[src/rtl/psc_pkg.sv]
// Shared types and helpers for the partial-sum collector: FSM states and a
// bounded trailing-ones count that sets the merge depth after each accepted bit.
package psc_pkg;

   typedef enum logic [1:0] {
      IDLE  = 2'd0,
      MERGE = 2'd1,
      FULL  = 2'd2
   } psc_state_e;

   function automatic int trailing_ones(input logic [31:0] x, input int max_cnt);
      int cnt;
      cnt = 0;
      for (int b = 0; b < 32; b++) begin
         if (cnt == b && b < max_cnt && x[b]) begin
            cnt = b + 1;
         end
      end
      return cnt;
   endfunction

endpackage

[src/rtl/ps_window_select.sv]
// Registered P-lane window over the partial-sum vector, starting at the lowest set
// bit of the select; lanes past the top of the vector read 0. One-cycle latency, no backpressure.
module ps_window_select #(
   parameter int N = 8,
   parameter int P = 2
) (
   input  logic         clk,
   input  logic         rst,
   input  logic [N-1:0] i_v,
   input  logic [N-1:0] i_dv,
   output logic [P-1:0] o_ps
);

   logic [N+P-1:0] w_vx;
   logic [P-1:0]   w_sel;
   logic [P-1:0]   r_ps;

   // Zero padding above the vector supplies the out-of-range lanes.
   assign w_vx = {{P{1'b0}}, i_v};

   always_comb begin
      w_sel = '0;
      for (int d = N - 1; d >= 0; d--) begin
         if (i_dv[d]) begin
            w_sel = w_vx[d +: P];
         end
      end
   end

   always_ff @(posedge clk or posedge rst) begin
      if (rst) begin
         r_ps <= '0;
      end else begin
         r_ps <= w_sel;
      end
   end

   assign o_ps = r_ps;

endmodule

[src/rtl/partial_sums_collector.sv]
// In-place polar partial-sum collector: one decoded bit per IDLE cycle, then one merge level per cycle
// (ready low while merging/full). Define PSC_ERR_EN for a sticky err on psn_en while not ready.
module partial_sums_collector
   import psc_pkg::*;
#(
   parameter int n = 3,
   parameter int p = 1
) (
   input  logic            clk,
   input  logic            rst,
   input  logic            psn_rst,
   input  logic            psn_en,
   input  logic            u_hat,
   input  logic [2**n-1:0] distribute_vector,
   output logic [2**p-1:0] ps_out,
   output logic            ready,
   output logic [n:0]      bit_count,
   output logic            block_done,
   output logic            err
);

   localparam int N  = 2**n;
   localparam int P  = 2**p;
   localparam int LW = $clog2(n + 1);
   localparam logic [n:0] N_CNT = (n+1)'(N);

   psc_state_e      r_state;
   psc_state_e      w_state_next;
   logic [N-1:0]    r_v;
   logic [N-1:0]    w_v_merged;
   logic [2*N-1:0]  w_vx;
   logic [n:0]      r_bit_count;
   logic [n-1:0]    r_idx;
   logic [n-1:0]    w_i;
   logic [LW-1:0]   r_level;
   logic [LW-1:0]   r_depth;
   logic [LW-1:0]   w_depth;
   logic            w_accept;
   logic            w_merge;
   logic            w_last;
   logic            w_done_next;
   logic            r_block_done;

   assign w_i     = r_bit_count[n-1:0];
   assign w_depth = LW'(trailing_ones(32'(w_i), n));
   assign w_last  = (r_level == r_depth);

   always_ff @(posedge clk or posedge rst) begin
      if (rst) begin
         r_state <= IDLE;
      end else begin
         r_state <= w_state_next;
      end
   end

   always_comb begin
      w_state_next = r_state;
      w_accept     = 1'b0;
      w_merge      = 1'b0;
      w_done_next  = 1'b0;
      case (r_state)
         IDLE: begin
            if (psn_en) begin
               w_accept = 1'b1;
               if (w_depth != '0) begin
                  w_state_next = MERGE;
               end
            end
         end
         MERGE: begin
            w_merge = 1'b1;
            if (w_last) begin
               if (r_bit_count == N_CNT) begin
                  w_state_next = FULL;
                  w_done_next  = 1'b1;
               end else begin
                  w_state_next = IDLE;
               end
            end
         end
         FULL: begin
            w_state_next = FULL;
         end
         default: begin
            w_state_next = IDLE;
         end
      endcase
      if (psn_rst) begin
         w_state_next = IDLE;
         w_accept     = 1'b0;
         w_merge      = 1'b0;
         w_done_next  = 1'b0;
      end
   end

   // Level k folds the upper half of the 2^k-wide block ending at r_idx into its lower half.
   assign w_vx = {{N{1'b0}}, r_v};

   always_comb begin
      w_v_merged = r_v;
      for (int k = 1; k <= n; k++) begin
         for (int j = 0; j < N; j++) begin
            if (int'(r_level) == k &&
                j >= int'(r_idx) + 1 - (1 << k) &&
                j <  int'(r_idx) + 1 - (1 << k) + (1 << (k - 1))) begin
               w_v_merged[j] = r_v[j] ^ w_vx[j + (1 << (k - 1))];
            end
         end
      end
   end

   always_ff @(posedge clk or posedge rst) begin
      if (rst) begin
         r_v          <= '0;
         r_bit_count  <= '0;
         r_idx        <= '0;
         r_level      <= '0;
         r_depth      <= '0;
         r_block_done <= 1'b0;
      end else begin
         r_block_done <= w_done_next;
         if (psn_rst) begin
            r_v         <= '0;
            r_bit_count <= '0;
            r_level     <= '0;
         end else if (w_accept) begin
            r_v[w_i]    <= u_hat;
            r_bit_count <= r_bit_count + (n+1)'(1);
            r_idx       <= w_i;
            r_depth     <= w_depth;
            r_level     <= LW'(1);
         end else if (w_merge) begin
            r_v     <= w_v_merged;
            r_level <= r_level + LW'(1);
         end
      end
   end

`ifdef PSC_ERR_EN
   logic r_err;

   always_ff @(posedge clk or posedge rst) begin
      if (rst) begin
         r_err <= 1'b0;
      end else if (psn_rst) begin
         r_err <= 1'b0;
      end else if (psn_en && r_state != IDLE) begin
         r_err <= 1'b1;
      end
   end

   assign err = r_err;
`else
   assign err = 1'b0;
`endif

   ps_window_select #(
      .N (N),
      .P (P)
   ) u_window (
      .clk  (clk),
      .rst  (rst),
      .i_v  (r_v),
      .i_dv (distribute_vector),
      .o_ps (ps_out)
   );

   assign ready      = (r_state == IDLE);
   assign bit_count  = r_bit_count;
   assign block_done = r_block_done;

endmodule

[config.mk]
export PLATFORM = sky130hd
export DESIGN_NAME = partial_sums_collector
export DESIGN_NICKNAME = d
export VERILOG_FILES = /design/src/rtl/psc_pkg.sv /design/src/rtl/ps_window_select.sv /design/src/rtl/partial_sums_collector.sv
export SDC_FILE = /design/constraint.sdc
export NUM_CORES = 1
export LEC_CHECK = 0
export ABC_AREA = 1
export CAP_MARGIN = 0
export CORE_ASPECT_RATIO = 1.4
export CORE_MARGIN = 1
export CORE_UTILIZATION = 36
export CTS_BUF_LIST = sky130_fd_sc_hd__clkbuf_8
export DETAILED_ROUTE_END_ITERATION = 10
export GPL_ROUTABILITY_DRIVEN = 0
export PLACE_DENSITY_LB_ADDON = 0.25
export RECOVER_POWER = 25
export SKIP_CTS_REPAIR_TIMING = 1
export SKIP_LAST_GASP = 1
export SLEW_MARGIN = 10
export SYNTH_ARGS = -nofsm -noshare
export SYNTH_HDL_FRONTEND = slang
export SYNTH_HIERARCHICAL = 1
export SYNTH_SLANG_ARGS = --single-unit
[constraint.sdc]
create_clock -name clk -period 3 [get_ports clk]
set_clock_uncertainty 0.1 [all_clocks]
set_input_delay 0.45 -clock clk [delete_from_list [all_inputs] [get_ports clk]]
set_output_delay 0.45 -clock clk [all_outputs]
set_load 0.02 [all_outputs]
==> flow_summary_export.csv, run 1 <==
group,metric,value,unit
cells_and_area,nFillCells,758,
logic_synthesis,ys_types,40,
logic_synthesis,synth-edff-count,0,
cells_and_area,layout-drive-gt1-share,11.0,%
power_and_ir_drop,p_per_area,813,mW/mm^2
cts,clockBufferDepth,2,
power_and_ir_drop,peakVddDrop,430,uV
critical_path,crit_required,3070,ps
logic_synthesis,ys_seq_area_share,23.0,%
cts,numCtsBuffers,3,
logic_synthesis,synth_top_flop_cell,"dfrtp_1",
power_and_ir_drop,totalPowerFinal,2.50,mW
routing,drc,0,
routing,drtPass1Iterations,4,
cells_and_area,diodes,0,
cts,worstSkewPairLatency,270,ps
logic_synthesis,syn_avg_cell_area,6.45,um^2
flow_run,drv_cap,0,
cts,ctsRootBufferMaster,"clkbuf_8",
routing,drt_iter0_markers,117,
sta,max_slew_margin,14.4,%
global_route,grt_max_degree,23,
global_route,antenna_found_initial,0,
floorplan,die_area,0.00761,mm^2
sta,max_freq,0.361,GHz
cts,cts.clk_slew.worst_paths,90,ps
logic_synthesis,synth-async-reset-ratio,100,%
routing,routedWlPerCell,13.5,um
cts,h-tree-depth,1,
logic_synthesis,syn-instance-count,405,
routing,wl,7.17,mm
place,io_buffers,20,
logic_synthesis,syn_nets,442,
critical_path,crit_arrival,2840,ps
sta,fin_crit_sh,92.3,%
cells_and_area,post-route-util,44.0,%
critical_path,worst_setup_path_start_kind,"register",
place,place_ws,110,ps
sta,worst_slew_pin_slew,1280,ps
logic_synthesis,yosys_warnings,6,
floorplan,rows,36,
sta,min_period,2770,ps
global_route,grt_pass1_wl,12.1,mm
routing,ant_nets,0,
run_status,outcome,"finished, final reports clean",
cells_and_area,syn2layout_area_growth,17.6,%
floorplan,die_w,74.0,um
sta,setup_tns,0,ps
global_route,overflow,0,
logic_synthesis,syn_area,0.00261,mm^2
hold_path,hp-class,"in2async",
routing,num_vias,2658,
critical_path,end_kind,"register",
floorplan,pin_count,22,
sta,hold_violations,0,
global_route,gr-usage-all-layers,20.6,%
global_route,grt_pass1_vias,2647,
sta,drv_slew,0,
cells_and_area,final_cell_area,0.00307,mm^2
sta,setup_violations,0,
cts,cts_tree,"done",
critical_path,r2r-start,"r_idx[1]",
place,hpwlAfterDp,5.76,mm
floorplan,core_area,0.00698,mm^2
critical_path,crit_path_start,"r_idx[1]",
cts,numClockSinks,24,
logic_synthesis,ys_seq_elements,24,
critical_path,path_class,"reg2reg",
critical_path,path_max_fanout,7,
floorplan,start_util,37.4,%
routing,viasPerCell,5.02,
place,placed_cell_area,0.00298,mm^2
power_and_ir_drop,leakage,1.54,nW
floorplan,die_h,103,um
sta,rsz0062_at_grt,"no",
cells_and_area,final_nets,473,
sta,fin_ws,231,ps
## final timing paths
path	end	slack, ps	depth (start not counted)
worst max register to register	r_v[3]	230	17
max in group asynchronous	r_idx[0]	1090	3
worst max-delay path	r_v[3]	230	17
worst min-delay path	u_window/o_ps[0]	370	2
min in group clk	bit_count[3]	420	1
worst min register to register	bit_count[3]	420	1
## per-stage QoR
stage               hold WS, ps  instances
floorplan                  91.2        405
global placement            412        526
detailed placement          409        526
CTS                         239        530
global route                406        530
finish                      372        530
## cells by family after synthesis
logic type               after synthesis  synth area share (%)
other                                  1                 0.144
flip-flops                            24                  23.0
AND/OR/NAND/NOR                      226                  40.6
buffers and inverters                 67                  10.3
XOR/XNOR                               3                  1.01
adder cells (fa/ha/maj)               24                  11.5
AO/OA/AOI/OAI                         60                  13.5
## synth_stat cells (2+ instances only)
cell type | instances | area share (%)
buf_2 | 3 | 0.57
nand2_1 | 112 | 16
nor3_1 | 12 | 2.3
inv_1 | 52 | 7.5
nor2_2 | 3 | 0.72
ha_1 | 24 | 11
nand3_1 | 39 | 7.5
inv_4 | 2 | 0.48
o21ai_2 | 2 | 0.67
nand2_4 | 3 | 1.3
dfrtp_1 | 24 | 23
nand3b_1 | 3 | 0.86
buf_4 | 2 | 0.57
or2_1 | 3 | 0.72
inv_2 | 7 | 1.0
xor2_1 | 2 | 0.67
o31ai_1 | 3 | 0.86
o21ai_1 | 11 | 2.1
o21ai_0 | 19 | 3.6
o211ai_1 | 3 | 0.86
nand4_1 | 7 | 1.7
a21oi_1 | 14 | 2.7
nor2_4 | 2 | 0.86
nand2_2 | 5 | 1.2
nor2_1 | 32 | 4.6
nor2_8 | 2 | 1.5
## where the power goes
group	internal, mW	total, mW	switching, mW
logic	0.619	1.67	1.06
registers	0.409	0.536	0.126
clock network	0.179	0.288	0.109
## cells in the final DEF (no fill, tap or decap), types with 10 or more instances in the layout
| cell | count |
|---|---|
| nand3_1 | 39 |
| inv_1 | 52 |
| clkdlybuf4s50_1 | 19 |
| nand2_1 | 111 |
| a21oi_1 | 14 |
| nor2_1 | 31 |
| nor3_1 | 12 |
| o21ai_0 | 19 |
| dfrtp_1 | 24 |
| buf_4 | 10 |
| ha_1 | 22 |
| o21ai_1 | 11 |
## sequential cells by signal, summed over array words and instances, names as in the netlist
| signal | flops |
|---|---|
| block_done | 1 |
| r_state | 2 |
| r_level | 2 |
| r_idx | 3 |
| bit_count | 4 |
| r_v | 8 |
| u_window/o_ps | 2 |
| r_depth | 2 |
## area by class of cell
| class | instances | area (um^2) | area share (%) |
|---|---|---|---|
| Multi-Input combinational cell | 314 | 1760 | 57.4 |
| Sequential cell | 24 | 601 | 19.6 |
| Timing Repair Buffer | 31 | 279 | 9.08 |
| Inverter | 62 | 239 | 7.78 |
| Tap cell | 95 | 119 | 3.87 |
| Clock buffer | 3 | 41.3 | 1.34 |
| Clock inverter | 1 | 30.0 | 0.978 |
## metal layers
layer | up-vias | wire length [um] | global-route usage, %
met5 | - | 0 | 0
met1 | 1212 | 2970 | 23.1
met4 | 0 | 167 | 8.28
li1 | 1370 | - | -
met2 | 59 | 3850 | 39.2
met3 | 17 | 187 | 1.56
## worst max-delay path, stage by stage, from the launching register on
cell,delay (ps)
dfrtp_1,370
ha_2,230
inv_1,70
nand2_1,80
nand2_2,120
ha_1,230
ha_1,310
inv_1,140
nand3_4,90
o21ai_2,160
buf_4,130
nand2_1,90
nor2_1,120
nand2_1,70
nand2_1,90
nand2_1,70
o21ai_0,150
nand2_1,70
No activity file was read; power rests on OpenSTA's default activity.
==> run 2, diff against run 1 <==
--- a/config.mk
+++ b/config.mk
@@ -13,6 +13,7 @@
 export CTS_BUF_LIST = sky130_fd_sc_hd__clkbuf_8
 export DETAILED_ROUTE_END_ITERATION = 10
 export GPL_ROUTABILITY_DRIVEN = 0
+export MAX_ROUTING_LAYER = met4
 export PLACE_DENSITY_LB_ADDON = 0.25
 export RECOVER_POWER = 25
 export SKIP_CTS_REPAIR_TIMING = 1
==> run 2 against run 1 <==
  * Critical path depth did not move
  * Cell count did not move
  * Routed wire length fell by 0.25%
  * Critical path type unchanged
  * Largest power group unchanged
  * Global-route usage rose by 0.60 points
  * Highest routed layer unchanged
  * Power barely moved
  * Critical endpoint unchanged
==> flow_summary_export.csv, run 2 (same netlist as run 1, synthesis figures left out) <==
group,metric,value,unit
routing,drt_iter0_markers,115,
critical_path,cpMostUsedCell,"nand2_1",
routing,wl,7.16,mm
floorplan,pin_count,22,
global_route,gr-usage-all-layers,21.2,%
global_route,antenna_found_initial,0,
sta,holdWs,373,ps
global_route,grt_max_degree,23,
sta,drv_slew,0,
floorplan,start_util,37.4,%
cells_and_area,final_nets,473,
critical_path,crit_required,3070,ps
sta,min_period,2750,ps
global_route,met1_usage,23.1,%
cts,worstSkewPairLatency,270,ps
hold_path,hp-class,"in2async",
global_route,met2_usage,39.2,%
cts,ctsRootBufferMaster,"clkbuf_8",
run_status,outcome,"finished, final reports clean",
critical_path,critical_path.top_delay_family,"adder cells",
floorplan,die_area,0.00761,mm^2
cells_and_area,multiInputGateArea,0.00176,mm^2
floorplan,die_h,103,um
cells_and_area,largest_reg_flops,8,
cells_and_area,mostFrequentLayoutCells,"nand2_1 (111), inv_1 (52), nand3_1 (39)",
routing,num_vias,2646,
cts,cts.clk_slew.worst_paths,90,ps
cells_and_area,syn2layout_area_growth,17.6,%
critical_path,worstPathCellList,"ha_2 -> inv_1 -> nand2_1 -> nand2_2 -> ha_1 -> ha_1 -> inv_1 -> nand3_4 -> o21ai_2 -> buf_4 -> nand2_1 -> nor2_1 -> nand2_1 -> nand2_1 -> nand2_1 -> o21ai_0 -> nand2_1",
cts,numClockSinks,24,
sta,max_slew_margin,15.0,%
global_route,busiest_layer,"met2",
power_and_ir_drop,totalPowerFinal,2.50,mW
cells_and_area,nFillCells,758,
routing,drtPass1Iterations,4,
cells_and_area,layout_commonest_cell,"nand2_1",
sta,hold_violations,0,
cts,cts_tree,"done",
global_route,grtUsageMet3,1.56,%
cells_and_area,final_cells,530,
floorplan,core_area,0.00698,mm^2
floorplan,die_w,74.0,um
critical_path,path_buf_inv,3,
place,hpwlAfterDp,5.76,mm
routing,routedWlPerCell,13.5,um
floorplan,rows,36,
cells_and_area,layout-drive-gt1-share,11.0,%
power_and_ir_drop,peakVddDrop,428,uV
cts,numCtsBuffers,3,
place,placed_cell_area,0.00298,mm^2
cells_and_area,register_area,601,um^2
routing,viasPerCell,4.99,
critical_path,path_class,"reg2reg",
critical_path,worst_setup_path_start_kind,"register",
sta,max_freq,0.364,GHz
sta,rsz0062_at_grt,"no",
routing,ant_nets,0,
critical_path,end_kind,"register",
cells_and_area,diodes,0,
power_and_ir_drop,p_per_area,813,mW/mm^2
routing,drc,0,
sta,setup_tns,0,ps
cts,h-tree-depth,1,
global_route,grt_pass1_vias,2646,
sta,setup_violations,0,
global_route,overflow,0,
cells_and_area,final_cell_area,0.00307,mm^2
place,dp_cells,526,
cells_and_area,regMostFlops,"r_v",
flow_run,drv_cap,0,
critical_path,crit_arrival,2820,ps
power_and_ir_drop,leakage,1.54,nW
sta,fin_crit_sh,91.7,%
critical_path,cpMaxStageDelayCell,"dfrtp_1",
critical_path,max_stage_delay,370,ps
place,io_buffers,20,
sta,worst_slew_pin_slew,1280,ps
cts,clockBufferDepth,2,
global_route,grt_pass1_wl,12.1,mm
critical_path,path_max_fanout,7,
==> run 2: cell counts in the layout (fill, tap and decap cells not counted) <==
No cell type changed its count.
==> run 2: worst register-to-register path, stage by stage, from the launching register on <==
cell and delay [ps]:
dfrtp_1 370, ha_2 230, inv_1 70, nand2_1 80, nand2_2 120, ha_1 230
ha_1 310, inv_1 140, nand3_4 90, o21ai_2 160, buf_4 130, nand2_1 90
nor2_1 110, nand2_1 70, nand2_1 80, nand2_1 60, o21ai_0 150, nand2_1 70
==> run 2: where the power goes <==
group,internal [mW],switching (mW),total [mW]
registers,0.409,0.127,0.536
clock network,0.179,0.109,0.287
logic,0.619,1.06,1.67
total,1.21,1.29,2.50
==> run 2: worst paths after layout <==
path / start / end / slack (ps) / cells past startpoint
max: r_idx[1] / r_v[3] / 250 / 17
min: rst / u_window/o_ps[0] / 370 / 2
max reg2reg: r_idx[1] / r_v[3] / 250 / 17
min reg2reg: bit_count[3] / bit_count[3] / 420 / 1
max in group asynchronous: rst / r_idx[0] / 1100 / 3
min in group clk: bit_count[3] / bit_count[3] / 420 / 1
==> run 2: area by class of cell <==
| class | instances | share of cell area (%) |
|---|---|---|
| repair buffers | 31 | 9.08 |
| clock inverters | 1 | 0.978 |
| clock buffers | 3 | 1.34 |
| flip-flops and latches | 24 | 19.6 |
| multi-input cells | 314 | 57.4 |
| well taps | 95 | 3.87 |
| inverters | 62 | 7.78 |
==> run 2: stage by stage <==
step | setup WS, ps | util (%)
after global placement | 186 | 42.7
after global routing | 24.4 | 44.0
final | 249 | 44.0
after CTS | 97.1 | 43.8
after detailed placement | 110 | 42.7
after floorplan | 369 | -
==> run 2: layer usage <==
layer | up-vias | share of wire, %
li1 | 1370 | -
met1 | 1218 | 42
met2 | 44 | 54
met3 | 14 | 2.1
met4 | 0 | 1.9
met5 | - | 0
